$ cat config.mk
export PLATFORM = sky130hd
export DESIGN_NAME = pipeline_exec_ctrl
export DESIGN_NICKNAME = d
export VERILOG_FILES = /design/src/rtl/pipeline_exec_ctrl.sv
export SDC_FILE = /design/constraint.sdc
export NUM_CORES = 1
export LEC_CHECK = 0
export BUFFER_PORTS_ARGS = -buffer_cell sky130_fd_sc_hd__buf_2
export CAP_MARGIN = 10
export CORE_AREA = 3 3 80 59
export CTS_BUF_LIST = sky130_fd_sc_hd__clkbuf_4 sky130_fd_sc_hd__clkbuf_8
export CTS_CLUSTER_DIAMETER = 80
export CTS_CLUSTER_SIZE = 20
export DETAILED_ROUTE_END_ITERATION = 10
export DIE_AREA = 0 0 83 62
export GPL_TIMING_DRIVEN = 0
export PLACE_DENSITY = 0.8
export SYNTH_ARGS = -nofsm -noshare
export SYNTH_HDL_FRONTEND = slang
export SYNTH_SLANG_ARGS = --single-unit
$ cat constraint.sdc
create_clock -name i_clk -period 2.66 [get_ports i_clk]
set_clock_uncertainty 0.2 [all_clocks]
set_input_delay 0.399 -clock i_clk [delete_from_list [all_inputs] [get_ports i_clk]]
set_output_delay 0.399 -clock i_clk [all_outputs]
set_load 0.1 [all_outputs]
$ cat src/rtl/pipeline_exec_ctrl.sv
// Run sequencer for the 5-stage pipeline: gates advance and PC write in continuous or
// single-step mode, drains the pipe after a HALT fetch and counts advancing cycles.
module pipeline_exec_ctrl #(
    parameter int unsigned          N_BITS       = 32,
    parameter int unsigned          N_BITS_OP    = 6,
    parameter logic [N_BITS_OP-1:0] HALT_OPCODE  = 6'b111111,
    parameter int unsigned          DRAIN_CYCLES = 4,
    parameter int unsigned          N_BITS_CNT   = 32
) (
    input  logic                  i_clk,
    input  logic                  i_reset,
    input  logic                  i_start,
    input  logic                  i_mode,
    input  logic                  i_step,
    input  logic                  i_abort,
    input  logic                  i_ack,
    input  logic [N_BITS-1:0]     i_instruccion,
    output logic                  o_valid,
    output logic                  o_pc_en,
    output logic                  o_halt,
    output logic                  o_busy,
    output logic                  o_done,
    output logic [N_BITS_CNT-1:0] o_cycle_count,
    output logic [2:0]            o_state
);

    localparam int unsigned DW = $clog2(DRAIN_CYCLES + 1);

    typedef enum logic [2:0] {
        StIdle     = 3'd0,
        StRun      = 3'd1,
        StStepWait = 3'd2,
        StStep     = 3'd3,
        StDrain    = 3'd4,
        StDone     = 3'd5
    } state_e;

    state_e                state_q, state_d;
    logic [DW-1:0]         drain_q, drain_d;
    logic [N_BITS_CNT-1:0] count_q, count_d;
    logic                  is_halt;
    logic                  advance;

    assign is_halt = (i_instruccion[N_BITS-1 -: N_BITS_OP] == HALT_OPCODE);
    assign advance = (state_q == StRun) || (state_q == StStep) || (state_q == StDrain);

    always_comb begin
        state_d = state_q;
        drain_d = drain_q;
        count_d = count_q;
        // The count reflects the current cycle's advance even if the state is left this cycle.
        if (advance && (count_q != '1)) begin
            count_d = count_q + N_BITS_CNT'(1);
        end
        if (i_abort) begin
            state_d = StIdle;
            drain_d = '0;
        end else begin
            unique case (state_q)
                StIdle: begin
                    if (i_start) begin
                        count_d = '0;
                        state_d = i_mode ? StStepWait : StRun;
                    end
                end
                StRun: begin
                    if (is_halt) begin
                        state_d = StDrain;
                        drain_d = DW'(DRAIN_CYCLES);
                    end
                end
                StStepWait: begin
                    if (i_step) begin
                        state_d = StStep;
                    end
                end
                StStep: begin
                    if (is_halt) begin
                        state_d = StDrain;
                        drain_d = DW'(DRAIN_CYCLES);
                    end else begin
                        state_d = StStepWait;
                    end
                end
                StDrain: begin
                    if (drain_q == DW'(1)) begin
                        state_d = StDone;
                        drain_d = '0;
                    end else begin
                        drain_d = drain_q - DW'(1);
                    end
                end
                StDone: begin
                    if (i_ack) begin
                        state_d = StIdle;
                    end
                end
                default: state_d = StIdle;
            endcase
        end
    end

    always_ff @(posedge i_clk) begin
        if (i_reset) begin
            state_q <= StIdle;
            drain_q <= '0;
            count_q <= '0;
        end else begin
            state_q <= state_d;
            drain_q <= drain_d;
            count_q <= count_d;
        end
    end

    assign o_valid       = advance;
    assign o_pc_en       = (state_q == StRun) || (state_q == StStep);
    assign o_halt        = (state_q == StDrain);
    assign o_busy        = (state_q != StIdle) && (state_q != StDone);
    assign o_done        = (state_q == StDone);
    assign o_cycle_count = count_q;
    assign o_state       = state_q;

endmodule

-- Word-level counts from Yosys, hierarchy flattened
Index checks and enable logic that the tools add are counted.
- bits in registers: 38
- logic and storage cells: 45
- output and inout bits: 40
- add/sub/neg operators: 2
- muxes and demuxes: 14
- eq/ne operators: 15
- reduce and logical (&&, ||, !) cells: 11
- operators by type and width (operator ; number):
    32-bit 2-to-1 mux ; 4
    32-bit by 1-bit adder with 32-bit output, second input constant ; 1
    32-bit inequality test, second input constant ; 1
    3-bit 2-to-1 mux ; 7
    3-bit one-hot mux with 6 select lines ; 1
    2-bit inequality test, second input constant ; 4
    3-bit by 1-bit equality test with 1-bit output, second input constant ; 2
    3-bit by 2-bit equality test with 1-bit output, second input constant ; 2
    3-bit equality test, second input constant ; 2
    6-bit equality test, second input constant ; 1
    3-bit one-hot mux with 2 select lines ; 1
    5-bit AND reduction ; 1
    2-bit by 1-bit inequality test with 1-bit output, second input constant ; 2
    2-bit OR reduction ; 2
    3-bit logical NOT ; 1
    3-bit inequality test, second input constant ; 1
    3-bit nonzero test ; 1
    3-bit by 1-bit subtractor with 3-bit output, second input constant ; 1
    1-bit logical AND ; 2
    1-bit logical OR ; 2
    2-bit 2-to-1 mux ; 1
    2-bit AND reduction ; 1
    2-bit nonzero test ; 1

-- Depth between registers and ports, before layout
- depth after elaboration: 8
- gate-level depth with buffers: 9

-- Worst setup path before layout
OpenSTA, ideal clock, no wires.
- kind: flip-flop to output port
- from: register state_q[0] (netlist: o_state[0])
- to: output o_done
- cell stages (with the launch flop): 4
- path buffers: 1
- setup slack: -1.314 ns
- data arrival time: 3.375 ns
- cell sequence: dfxtp_1 > buf_2 > inv_1 > nor3_1
- longest elaborated chain between the ends: 1
- RTL lines (element ; RTL line ; RTL):
    start: declaration ; 38 ; state_e state_q, state_d;
    start signal: assignment ; 105 ; state_q <= StIdle;
    start signal: assignment ; 109 ; state_q <= state_d;
    3-bit equality test ; 119 ; assign o_done = (state_q == StDone);
    end: declaration ; 22 ; output logic o_done,
Every way passes these cells.

-- Worst setup path in the final report
- from: register state_q[1] (netlist: o_state[1])
- to: output o_valid
- longest elaborated chain between the ends: 3
- elaborated cells on any way between the ends: 5
- classes of those cells: eq/ne: 3; reduce/logical: 2
- RTL lines (element ; RTL line ; RTL):
    3-bit by 1-bit equality test with 1-bit output / 3-bit by 2-bit equality test with 1-bit output (equally long branches) ; 45 ; assign advance = (state_q == StRun) || (state_q == StStep) || (state_q == StDrain);
    1-bit logical OR ; 45 ;
    1-bit logical OR (*) ; 45 ;
    end: declaration ; 18 ; output logic o_valid,
Mark *: on every way between the ends. The rest lies on a longest branch, timed or not.

==> results.cfg <==
[run_status]
outcome = complete, no violations

[detailed_routing]
route.detailed.drc = 0
drt_iter0_drc = 125
vias = 2021
viasPerCell = 5.614
drt_first_pass_iters = 4
routedWlPerCell_um = 13.36
routed_wl_um = 4811
ant_nets = 0

[floorplanning]
ioPinCount = 79
fp.dieW_um = 83
core_um2 = 3946
die_h_um = 62
rows = 19
initial_core_util = 0.5063
dieArea_um2 = 5146

[yosys]
synthArstFlopShare = 0
synth_area_per_cell_um2 = 8.057
synth_edf_count = 0
syn_area_um2 = 1998
ys_warn_count = 0
ys_types = 44
synth_flop_cell = dfxtp_1
synth_seq_area_share = 0.3807
ys_seq_elements = 38
synth_cells = 248
syn_nets = 290

[placement]
place_congestion = 0.8412
port_buffers = 52
dp_hpwl_um = 3691
place_inst = 352
pre_cts_ws_ns = 0.2793

[cts]
cts_max_level = 2
cts_max_path_buffers = 2
clkTransAtPathRegs_ns = 0.07
clock_latency_ns = 0.28
cts_buffers = 5
cts_tree = yes
cts-root-buf = clkbuf_8
cts.sinks = 38

[sta]
tns_ns = 0
rsz0062_at_grt = no
final_period_minus_worst_setup_slack_ns = 2.535
finalCritPeriodShare = 0.9531
relSlewSlack = 0.4787
fin_ws_ns = 0.1246
final-hold-violation-count = 0
timing.fmax_ghz = 0.3944
drv_slew = 0
setup_viol = 0
tightest_slew_ns = 0.7784

[worst_setup_path]
critPathLaunchType = flop
crit_path_max_fanout = 9
worst_setup_path_end_kind = output port
startpoint = o_state[1]
arrival_ns = 1.94
cp.required_ns = 2.06
reg2reg_from = o_state[1]
setup.worst_path.class = flop to output port

[final_layout]
antenna_cells = 0
fill_cells = 375
final_cells = 360
final_cell_mix = buf_2 (52), a21oi_1 (27), nand2_1 (22)
syn_to_final_growth_pct = 25.86
layout_commonest_cell = buf_2
drive_gt1_frac = 0.3344
nets = 349

[global_route]
grt_usage = 0.1881
grt_antenna_before_repair = 0
grt.overflow.total = 0
grt_pass1_wl_um = 7783
grt_pass1_vias = 1635
grt_max_degree = 12

[min_path]
min_path_type = input pin to flop
hold_start = i_ack

[pwr]
vdd_drop_max_mv = 0.2569
p_leak_nw = 0.9519
power_density_nw_per_um2 = 424.9

[run]
drv_cap = 0
-- repair_timing --
action                                  4_1_cts  5_1_grt
endpoints found under the hold margin         0        0
hold buffers                                  0        0
endpoints found under the setup margin        0        1
gates resized for setup                       0        1
setup buffers                                 0        0
-- cells in the mapped netlist, drive strengths merged, types with 5 or more instances --
master	n	area [um^2]
a21oi	27	135.1
buf	5	36.28
clkbuf	5	18.77
dfxtp	38	760.7
inv	11	41.29
nand2	22	82.58
nand3	12	60.06
nand4	11	68.82
nor2	21	83.83
o21ai	20	100.1
or3	20	125.1
or4	7	52.55
-- report_power, final --
group | internal, mW | leakage, nW | switching (mW) | total [mW]
clock network | 0.219 | 0.0517 | 0.191 | 0.410
registers | 0.568 | 0.318 | 0.00175 | 0.570
logic | 0.0243 | 0.582 | 0.0650 | 0.0893
total | 0.811 | 0.952 | 0.257 | 1.07
-- area by class of cell --
cell class	count	area, um^2	share of cell area
Sequential cell	38	794.5	0.3159
Clock inverter	1	5.005	0.001990
Timing Repair Buffer	52	262.8	0.1045
Tap cell	52	65.06	0.02587
Multi-Input combinational cell	189	1170	0.4652
Clock buffer	7	90.09	0.03582
Inverter	11	66.31	0.02637
Buffer	10	61.31	0.02438
-- stage by stage --
step / hold slack, ns / total power, mW / util / instance area, um^2
after CTS: 0.2284 / 1.080 / 0.6367 / 2512
after global placement: 0.2681 / 0.6706 / 0.6126 / 2417
after floorplan: 0.2544 / 0.6484 / - / 2092
after detailed placement: 0.2801 / 0.6717 / 0.6126 / 2417
after global routing: 0.2476 / 1.107 / 0.6373 / 2515
final: 0.2362 / 1.069 / 0.6373 / 2515
-- registers in the layout, indices dropped and copies added (netlist names) --
name	count
drain_q	3
o_cycle_count	32
o_state	3
-- metal layers --
layer | routed length, um | share of wire | global-route usage | vias up
met1 | 2356 | 0.49 | 0.2624 | 929
met4 | 38 | 0.0079 | 0.05361 | 0
li1 | - | - | - | 1042
met5 | 0 | 0 | 0 | -
met3 | 280 | 0.058 | 0.04875 | 5
met2 | 2135 | 0.44 | 0.2922 | 45
-- critical path, cell delays in order, from the launching register on --
cell and delay [ns]:
dfxtp_4 0.34, buf_6 0.13, or3b_1 0.39, buf_6 0.16, inv_8 0.06, nor2_4 0.05, bufinv_8 0.20, clkbuf_4 0.33
-- worst paths after layout --
| check | end | cells after the start | slack [ns] |
|---|---|---|---|
| setup reg to reg | o_cycle_count[17] | 7 | 0.24 |
| hold reg to reg | o_cycle_count[23] | 2 | 0.29 |
| setup / recovery | o_valid | 7 | 0.12 |
| hold / removal | o_state[0] | 4 | 0.24 |
-- cell families (layout without fill, tap and decap cells) --
| family | count (synthesis) | in the layout | synth area share |
|---|---|---|---|
| and+or+nand+nor | 110 | 110 | 0.2887 |
| buffers and inverters | 21 | 81 | 0.04821 |
| muxes | 2 | 2 | 0.01002 |
| xor gates and xnor gates | 3 | 3 | 0.01315 |
| adders and majority gates | 3 | 3 | 0.01879 |
| AOI/OAI and AO/OA | 71 | 71 | 0.2405 |
| DFF | 38 | 38 | 0.3807 |
Note: power is estimated with default switching activity, not from simulation.
